==> src/rtl/motion_pkg.sv <==
// Shared types and constants for the motion sequencer: FSM states, step word layout,
// the FIFO command payload and axis indices.
package motion_pkg;

  localparam int unsigned WORD_W   = 32;
  localparam int unsigned DIR_BIT  = 31;
  localparam int unsigned MAG_W    = 31;
  localparam int unsigned NUM_AXES = 3;
  localparam int unsigned AXIS_X   = 0;
  localparam int unsigned AXIS_Y   = 1;
  localparam int unsigned AXIS_Z   = 2;

  typedef enum logic [2:0] {
    S_IDLE,
    S_LOAD,
    S_ISSUE,
    S_SETTLE,
    S_WAIT,
    S_RELEASE
  } state_t;

  typedef logic [WORD_W-1:0] step_word_t;

  typedef struct packed {
    step_word_t        x;
    step_word_t        y;
    step_word_t        z;
    logic [WORD_W-1:0] speed;
  } cmd_t;

  // An axis takes part in a move only when its magnitude is non-zero; direction is ignored.
  function automatic logic step_nz(input step_word_t w);
    return |w[MAG_W-1:0];
  endfunction

endpackage

==> src/rtl/motion_sequencer_if.sv <==
// Command port and per-axis stepper driver bundle of the motion sequencer.
interface motion_sequencer_if;
  import motion_pkg::*;

  logic              cmd_valid;
  logic              cmd_ready;
  step_word_t        cmd_x;
  step_word_t        cmd_y;
  step_word_t        cmd_z;
  logic [WORD_W-1:0] cmd_speed;

  step_word_t        step_x;
  step_word_t        step_y;
  step_word_t        step_z;
  logic [WORD_W-1:0] speed;
  logic              start_x;
  logic              start_y;
  logic              start_z;
  logic              driving_x;
  logic              driving_y;
  logic              driving_z;
  logic [WORD_W-1:0] remain_x;
  logic [WORD_W-1:0] remain_y;
  logic [WORD_W-1:0] remain_z;

  modport slave (
    input  cmd_valid, cmd_x, cmd_y, cmd_z, cmd_speed,
    input  driving_x, driving_y, driving_z, remain_x, remain_y, remain_z,
    output cmd_ready, step_x, step_y, step_z, speed, start_x, start_y, start_z
  );

  modport master (
    output cmd_valid, cmd_x, cmd_y, cmd_z, cmd_speed,
    output driving_x, driving_y, driving_z, remain_x, remain_y, remain_z,
    input  cmd_ready, step_x, step_y, step_z, speed, start_x, start_y, start_z
  );

endinterface

==> src/rtl/cmd_fifo.sv <==
// Synchronous command FIFO with occupancy output; flush empties it in one cycle.
module cmd_fifo
  import motion_pkg::*;
#(
  parameter int unsigned DEPTH = 4
) (
  input  logic                   clk,
  input  logic                   rst,
  input  logic                   push,
  input  logic                   pop,
  input  logic                   flush,
  input  cmd_t                   din,
  output cmd_t                   head,
  output logic [$clog2(DEPTH):0] level
);

  localparam int unsigned PTR_W = $clog2(DEPTH);
  localparam int unsigned LVL_W = PTR_W + 1;

  cmd_t             mem [DEPTH];
  logic [PTR_W-1:0] wr_ptr;
  logic [PTR_W-1:0] rd_ptr;
  logic             do_push;
  logic             do_pop;

  assign do_push = push && (level != LVL_W'(DEPTH));
  assign do_pop  = pop && (level != '0);
  assign head    = mem[rd_ptr];

  always_ff @(posedge clk) begin
    if (do_push && !flush) mem[wr_ptr] <= din;
  end

  // Pointers wrap naturally because DEPTH is a power of two.
  always_ff @(posedge clk) begin
    if (rst || flush) begin
      wr_ptr <= '0;
      rd_ptr <= '0;
      level  <= '0;
    end else begin
      if (do_push) wr_ptr <= wr_ptr + PTR_W'(1);
      if (do_pop)  rd_ptr <= rd_ptr + PTR_W'(1);
      case ({do_push, do_pop})
        2'b10:   level <= level + LVL_W'(1);
        2'b01:   level <= level - LVL_W'(1);
        default: ;
      endcase
    end
  end

endmodule

==> src/rtl/motion_sequencer.sv <==
// Move scheduler for the X/Y/Z stepper drivers: queue, launch, wait, release.
// Optional move watchdog enabled by defining MOTION_SEQ_WATCHDOG_EN.
module motion_sequencer
  import motion_pkg::*;
#(
  parameter int unsigned DEPTH       = 4,
  parameter logic [31:0] WDOG_CYCLES = 32'd100_000_000
) (
  input  logic                   clk,
  input  logic                   rst,
  motion_sequencer_if.slave      bus,
  input  logic                   abort,
  output logic                   busy,
  output logic [$clog2(DEPTH):0] level,
  output logic                   move_done,
  output logic [NUM_AXES-1:0]    stall,
  output logic                   fault
);

  localparam int unsigned LVL_W = $clog2(DEPTH) + 1;

  state_t              state_q, state_d;
  cmd_t                fifo_din, head;
  logic                ready, push, pop, abort_eff, wdog_trip;
  logic [NUM_AXES-1:0] mask_q, mask_d, start_q, start_d, stall_d, rem_nz, drv;
  step_word_t          step_x_q, step_y_q, step_z_q;
  step_word_t          step_x_d, step_y_d, step_z_d;
  logic [WORD_W-1:0]   speed_q, speed_d;
  logic                busy_d, move_done_d;
  logic                unused_sign;

  assign fifo_din = {bus.cmd_x, bus.cmd_y, bus.cmd_z, bus.cmd_speed};

  // Ready depends only on occupancy (and the sticky fault), never on a same-cycle pop.
  assign ready     = (level != LVL_W'(DEPTH)) && !fault;
  assign abort_eff = abort || wdog_trip;
  assign push      = bus.cmd_valid && ready && !abort_eff;
  assign pop       = (state_q == S_IDLE) && (level != '0) && !fault && !abort_eff;

  assign rem_nz[AXIS_X] = |bus.remain_x[MAG_W-1:0];
  assign rem_nz[AXIS_Y] = |bus.remain_y[MAG_W-1:0];
  assign rem_nz[AXIS_Z] = |bus.remain_z[MAG_W-1:0];
  assign drv[AXIS_X]    = bus.driving_x;
  assign drv[AXIS_Y]    = bus.driving_y;
  assign drv[AXIS_Z]    = bus.driving_z;
  assign unused_sign    = bus.remain_x[DIR_BIT] ^ bus.remain_y[DIR_BIT] ^ bus.remain_z[DIR_BIT];

  assign bus.cmd_ready = ready;
  assign bus.step_x    = step_x_q;
  assign bus.step_y    = step_y_q;
  assign bus.step_z    = step_z_q;
  assign bus.speed     = speed_q;
  assign bus.start_x   = start_q[AXIS_X];
  assign bus.start_y   = start_q[AXIS_Y];
  assign bus.start_z   = start_q[AXIS_Z];

  cmd_fifo #(.DEPTH(DEPTH)) u_fifo (
    .clk   (clk),
    .rst   (rst),
    .push  (push),
    .pop   (pop),
    .flush (abort_eff),
    .din   (fifo_din),
    .head  (head),
    .level (level)
  );

  // State register together with the registered outputs.
  always_ff @(posedge clk) begin
    if (rst) begin
      state_q   <= S_IDLE;
      mask_q    <= '0;
      start_q   <= '0;
      step_x_q  <= '0;
      step_y_q  <= '0;
      step_z_q  <= '0;
      speed_q   <= '0;
      busy      <= 1'b0;
      move_done <= 1'b0;
      stall     <= '0;
    end else begin
      state_q   <= state_d;
      mask_q    <= mask_d;
      start_q   <= start_d;
      step_x_q  <= step_x_d;
      step_y_q  <= step_y_d;
      step_z_q  <= step_z_d;
      speed_q   <= speed_d;
      busy      <= busy_d;
      move_done <= move_done_d;
      stall     <= stall_d;
    end
  end

  always_comb begin
    state_d = state_q;
    if (abort_eff) begin
      state_d = S_RELEASE;
    end else begin
      case (state_q)
        S_IDLE:    if (pop) state_d = S_LOAD;
        S_LOAD:    state_d = (mask_q == '0) ? S_RELEASE : S_ISSUE;
        S_ISSUE:   state_d = S_SETTLE;
        S_SETTLE:  state_d = S_WAIT;
        S_WAIT:    if ((mask_q & drv) == '0) state_d = S_RELEASE;
        S_RELEASE: state_d = S_IDLE;
        default:   state_d = S_IDLE;
      endcase
    end
  end

  always_comb begin
    mask_d      = mask_q;
    start_d     = start_q;
    step_x_d    = step_x_q;
    step_y_d    = step_y_q;
    step_z_d    = step_z_q;
    speed_d     = speed_q;
    move_done_d = 1'b0;
    stall_d     = '0;
    busy_d      = (state_d != S_IDLE);
    if (abort_eff) begin
      start_d = '0;
      // Only a move whose starts were already raised can report a stall.
      if (state_q == S_SETTLE || state_q == S_WAIT) stall_d = mask_q & rem_nz;
    end else begin
      case (state_q)
        S_IDLE: begin
          if (pop) begin
            step_x_d       = head.x;
            step_y_d       = head.y;
            step_z_d       = head.z;
            speed_d        = (head.speed == '0) ? WORD_W'(1) : head.speed;
            mask_d[AXIS_X] = step_nz(head.x);
            mask_d[AXIS_Y] = step_nz(head.y);
            mask_d[AXIS_Z] = step_nz(head.z);
          end
        end
        S_LOAD:  move_done_d = (mask_q == '0);
        S_ISSUE: start_d = mask_q;
        S_WAIT: begin
          if (state_d == S_RELEASE) begin
            start_d     = '0;
            stall_d     = mask_q & rem_nz;
            move_done_d = 1'b1;
          end
        end
        default: ;
      endcase
    end
  end

`ifdef MOTION_SEQ_WATCHDOG_EN
  logic [31:0] wdog_q;
  logic        fault_q;

  // Trips on the WAIT cycle whose increment would reach the limit.
  assign wdog_trip = (state_q == S_WAIT) && ((wdog_q + 32'd1) >= WDOG_CYCLES);
  assign fault     = fault_q;

  always_ff @(posedge clk) begin
    if (rst) begin
      wdog_q  <= '0;
      fault_q <= 1'b0;
    end else begin
      if (state_q == S_ISSUE)     wdog_q <= '0;
      else if (state_q == S_WAIT) wdog_q <= wdog_q + 32'd1;
      if (wdog_trip) fault_q <= 1'b1;
    end
  end
`else
  logic unused_wdog;
  assign unused_wdog = ^WDOG_CYCLES;
  assign wdog_trip   = 1'b0;
  assign fault       = 1'b0;
`endif

endmodule

==> src/flat_wrapper.sv <==
// flat-port wrapper written by rule: the top's interface ports become plain ports
module motion_sequencer_flat import motion_pkg::*;
#(
  parameter int unsigned DEPTH       = 4,
  parameter logic [31:0] WDOG_CYCLES = 32'd100_000_000
)
  (clk, rst, abort, busy, level, move_done, stall, fault, bus_cmd_valid, bus_cmd_x, bus_cmd_y, bus_cmd_z, bus_cmd_speed, bus_driving_x, bus_driving_y, bus_driving_z, bus_remain_x, bus_remain_y, bus_remain_z, bus_cmd_ready, bus_step_x, bus_step_y, bus_step_z, bus_speed, bus_start_x, bus_start_y, bus_start_z);
  motion_sequencer_if bus_i ();
  input  logic clk;
  input  logic rst;
  input  logic abort;
  output logic busy;
  output logic [$clog2(DEPTH):0] level;
  output logic move_done;
  output logic [NUM_AXES-1:0] stall;
  output logic fault;
  input wire logic [$bits(bus_i.cmd_valid)-1:0] bus_cmd_valid;
  input wire logic [$bits(bus_i.cmd_x)-1:0] bus_cmd_x;
  input wire logic [$bits(bus_i.cmd_y)-1:0] bus_cmd_y;
  input wire logic [$bits(bus_i.cmd_z)-1:0] bus_cmd_z;
  input wire logic [$bits(bus_i.cmd_speed)-1:0] bus_cmd_speed;
  input wire logic [$bits(bus_i.driving_x)-1:0] bus_driving_x;
  input wire logic [$bits(bus_i.driving_y)-1:0] bus_driving_y;
  input wire logic [$bits(bus_i.driving_z)-1:0] bus_driving_z;
  input wire logic [$bits(bus_i.remain_x)-1:0] bus_remain_x;
  input wire logic [$bits(bus_i.remain_y)-1:0] bus_remain_y;
  input wire logic [$bits(bus_i.remain_z)-1:0] bus_remain_z;
  output wire logic [$bits(bus_i.cmd_ready)-1:0] bus_cmd_ready;
  output wire logic [$bits(bus_i.step_x)-1:0] bus_step_x;
  output wire logic [$bits(bus_i.step_y)-1:0] bus_step_y;
  output wire logic [$bits(bus_i.step_z)-1:0] bus_step_z;
  output wire logic [$bits(bus_i.speed)-1:0] bus_speed;
  output wire logic [$bits(bus_i.start_x)-1:0] bus_start_x;
  output wire logic [$bits(bus_i.start_y)-1:0] bus_start_y;
  output wire logic [$bits(bus_i.start_z)-1:0] bus_start_z;
  assign bus_i.cmd_valid = bus_cmd_valid;
  assign bus_i.cmd_x = bus_cmd_x;
  assign bus_i.cmd_y = bus_cmd_y;
  assign bus_i.cmd_z = bus_cmd_z;
  assign bus_i.cmd_speed = bus_cmd_speed;
  assign bus_i.driving_x = bus_driving_x;
  assign bus_i.driving_y = bus_driving_y;
  assign bus_i.driving_z = bus_driving_z;
  assign bus_i.remain_x = bus_remain_x;
  assign bus_i.remain_y = bus_remain_y;
  assign bus_i.remain_z = bus_remain_z;
  assign bus_cmd_ready = bus_i.cmd_ready;
  assign bus_step_x = bus_i.step_x;
  assign bus_step_y = bus_i.step_y;
  assign bus_step_z = bus_i.step_z;
  assign bus_speed = bus_i.speed;
  assign bus_start_x = bus_i.start_x;
  assign bus_start_y = bus_i.start_y;
  assign bus_start_z = bus_i.start_z;
  motion_sequencer #(.DEPTH(DEPTH), .WDOG_CYCLES(WDOG_CYCLES)) u_core (.clk(clk), .rst(rst), .bus(bus_i), .abort(abort), .busy(busy), .level(level), .move_done(move_done), .stall(stall), .fault(fault));
endmodule
==> config.mk <==
export PLATFORM = sky130hd
export DESIGN_NAME = motion_sequencer_flat
export DESIGN_NICKNAME = d
export VERILOG_FILES = /design/src/rtl/motion_pkg.sv /design/src/rtl/motion_sequencer_if.sv /design/src/rtl/cmd_fifo.sv /design/src/rtl/motion_sequencer.sv /design/src/flat_wrapper.sv
export SDC_FILE = /design/constraint.sdc
export NUM_CORES = 1
export LEC_CHECK = 0
export ABC_CLOCK_PERIOD_IN_PS = 27300
export BUFFER_PORTS_ARGS = -buffer_cell sky130_fd_sc_hd__buf_2
export CAP_MARGIN = 20
export CORE_AREA = 5 5 149 293
export DETAILED_ROUTE_END_ITERATION = 7
export DIE_AREA = 0 0 154 298
export PLACE_DENSITY_LB_ADDON = 0.12
export SYNTH_ARGS = -nofsm -noshare
export SYNTH_HDL_FRONTEND = slang
export SYNTH_HIERARCHICAL = 1
export SYNTH_SLANG_ARGS = --single-unit
==> constraint.sdc <==
create_clock -name clk -period 27.3 [get_ports clk]
set_clock_uncertainty 0.15 [all_clocks]
set_input_delay 5.46 -clock clk [delete_from_list [all_inputs] [get_ports clk]]
set_output_delay 5.46 -clock clk [all_outputs]
set_load 0.005 [all_outputs]
==> impl_metrics.json <==
{
  "outcome": "finished clean",
  "synth-seq-area-share_pct": 74.73,
  "fin_crit_sh_pct": 31.49,
  "cp.arrival_ns": 8.94,
  "ios": 372,
  "p_leak_nw": 9.586,
  "grt_usage_pct": 24.02,
  "synth_seq_cells": 663,
  "yosysMostFrequentCell": "edfxtp_1",
  "synth_top_family_by_area": "multiplexers",
  "die_w_um": 154,
  "start_util_pct": 60.06,
  "antenna_found_initial": 16,
  "grt_pass1_vias": 14400,
  "rr_worst_depth": 10,
  "cts_buffer_depth": 3,
  "synth_flop_cell": "edfxtp_1",
  "cts_setup_buffers": 0,
  "drt_iter0_drc": 700,
  "yosys_warnings": 6,
  "postRouteAntennaNets": 0,
  "cts.sinks": 663,
  "yosys.area.top_type_share_pct": 62.45,
  "setup_viol": 0,
  "cts-htree-levels": 2,
  "grt-ovfl-total": 0,
  "clkTransAtPathRegs_ns": 0.06,
  "portBuffers": 367,
  "p_seq_share_pct": 57.6,
  "grt_max_degree": 82,
  "vias": 13670,
  "crit_path_start_kind": "input port",
  "synth_edf_count": 512,
  "synth_commonest_cells": "512 x edfxtp_1, 252 x nand2_1, 151 x dfxtp_1",
  "tns_ns": 0,
  "syn2layout_area_growth_pct": 15.47,
  "syn_avg_cell_area_um2": 17.31,
  "synth_xor_area_share_pct": 0.1423,
  "synthMuxAreaShare_pct": 11.91,
  "ctsResizeCount": 0,
  "via_per_inst": 5.758,
  "drc": 0,
  "p_int_w": 0.001538,
  "whs_path_depth": 2,
  "syn_inst": 1422,
  "first_pass_iters": 5,
  "fmax_mhz": 116.3,
  "worst_slew_pin_slew_ns": 1.052,
  "finalHoldViolCount": 0,
  "slew_headroom_pct": 29.89,
  "synthAdderAreaFrac_pct": 0.3354,
  "path_class": "input port to register",
  "clkPwrFrac_pct": 39.5,
  "drive_gt1_share_pct": 33.92,
  "rsz0062_at_grt": "no",
  "ys_types": 45,
  "synth-simple-area-share_pct": 6.953,
  "power_switching_w": 0.0003689,
  "p_total_w": 0.001907,
  "cellPowerDensity_nw_per_um2": 67.08,
  "wl_per_cell_um": 23.17,
  "gp_congestion": 0.8217,
  "wirelength_mm": 55.01,
  "cts_tree": "yes",
  "root_buffer": "clkbuf_16",
  "syn-num-nets": 1659,
  "die_y_um": 298,
  "stdcell_count": 2374,
  "yosysTopAreaCell": "edfxtp_1",
  "peakVddDrop_v": 0.00006190,
  "fin_nets": 2024,
  "cap_violations": 0,
  "critical_path_required_ns": 27.64,
  "place_inst": 2267,
  "clock_latency_ns": 0.58,
  "hpwl_mm": 35.81,
  "fillers": 2796,
  "min_path_type": "register to register",
  "cp_max_fo": 72,
  "synth_area_leaders": "edfxtp_1 62%, dfxtp_1 12%, mux4_2 12%",
  "async_reset_ff_share_pct": 0,
  "synthesis.area_um2": 24620,
  "cts-hold-fix-buffers": 0,
  "synth_compound_area_share_pct": 3.324,
  "fp.dieArea_um2": 45890,
  "switching_share_pct": 19.35,
  "grt_pass1_wl_mm": 84.49,
  "row_count": 105,
  "endpoint_kind": "register",
  "fin_crit_ns": 8.598,
  "comb_power_share_pct": 2.9,
  "cts_buffers": 53,
  "fp.coreArea_um2": 40990,
  "slew_viol_final": 0
}
[sequential cells by signal, summed over array words and instances (netlist names), named ones only]
name / count
u_core/u_fifo/mem: 512
u_core/bus.speed: 32
u_core/bus.step_x: 32
u_core/bus.step_y: 32
u_core/bus.step_z: 32
u_core/mask_q: 3
u_core/stall: 3
u_core/start_q: 3
u_core/state_q: 3
u_core/u_fifo/level: 3
u_core/u_fifo/rd_ptr: 2
u_core/u_fifo/wr_ptr: 2
u_core/busy: 1
u_core/move_done: 1
[worst paths after layout]
check	end	start	slack, ns
hold / removal	u_core/bus.step_y[23]	u_core/bus.step_y[23]	0.30
hold reg to reg	u_core/bus.step_y[23]	u_core/bus.step_y[23]	0.30
setup / recovery	u_core/u_fifo/level[2]	abort	18.70
setup reg to reg	u_core/u_fifo/level[2]	u_core/u_fifo/level[1]	23.19
[worst max-delay path, stage by stage]
cell and delay (ns):
buf_2 0.22, or4_4 0.93, inv_4 0.74, o31a_1 0.29
ha_1 0.20, inv_1 0.07, fa_1 0.38, xor2_1 0.16
or3_1 0.30, a21oi_1 0.15
[metrics by stage]
step,setup WS (ns),hold WS (ns),util [%],area (um2)
global route,18.53,0.3139,69.33,28420
floorplan,11.03,0.3027,-,24620
detailed placement,18.09,0.2940,65.12,26690
CTS,18.69,0.3037,69.28,28400
finish,18.70,0.3020,69.35,28430
global placement,18.15,0.2899,65.12,26690
[layout make-up]
cell class / count / area (um2) / area share, %
Sequential cell: 663 / 18410 / 64.75
Multi-Input combinational cell: 676 / 5608 / 19.73
Timing Repair Buffer: 386 / 1982 / 6.972
Clock buffer: 76 / 1504 / 5.291
Tap cell: 535 / 669.4 / 2.355
Clock inverter: 20 / 201.4 / 0.7087
Inverter: 7 / 28.78 / 0.1012
Antenna cell: 11 / 27.53 / 0.09684
[metal layers]
| metal | vias to the layer above | wire, um | global-route usage (%) |
|---|---|---|---|
| met3 | 112 | 3846 | 4.938 |
| met1 | 6850 | 19120 | 27.89 |
| met2 | 474 | 29900 | 43.34 |
| li1 | 6227 | - | - |
| met5 | - | 44 | 0 |
| met4 | 6 | 2093 | 9.535 |
[power groups by stage]
stage | registers [W] | clock network, W | logic (W)
after floorplan | 0.00112 | 0 | 0.0000220
after global placement | 0.00112 | 0 | 0.0000530
after detailed placement | 0.00112 | 0 | 0.0000556
after CTS | 0.00110 | 0.000770 | 0.0000559
after global routing | 0.00110 | 0.000811 | 0.0000608
final | 0.00110 | 0.000754 | 0.0000549
[cell families after synthesis]
family / Yosys count
muxes: 133
DFF: 663
other: 1
xor gates and xnor gates: 4
and+or+nand+nor: 384
adders and majority gates: 6
buffers and inverters: 83
AOI/OAI and AO/OA: 148
[cell usage in the layout (no fill, tap or decap), types with 3 or more instances in the layout]
cell	Yosys	layout
buf_4	1	20
clkbuf_8	0	7
clkbuf_1	24	15
bufinv_16	0	4
diode_2	0	11
nor4_1	52	52
buf_2	29	366
o21ai_0	5	5
clkinv_1	0	6
mux2i_1	5	5
nor2b_1	4	4
mux4_2	128	128
clkinv_2	1	7
edfxtp_1	512	512
a21oi_1	124	124
nand2_2	10	10
xor2_1	3	3
nand4_1	13	13
clkbuf_16	0	54
nand2_1	252	252
nor3b_2	0	4
nor2_1	22	22
nor3_1	15	15
dfxtp_1	151	149
inv_1	6	6
ha_1	5	5
a21oi_2	10	10
(Power assumes the default switching activity.)
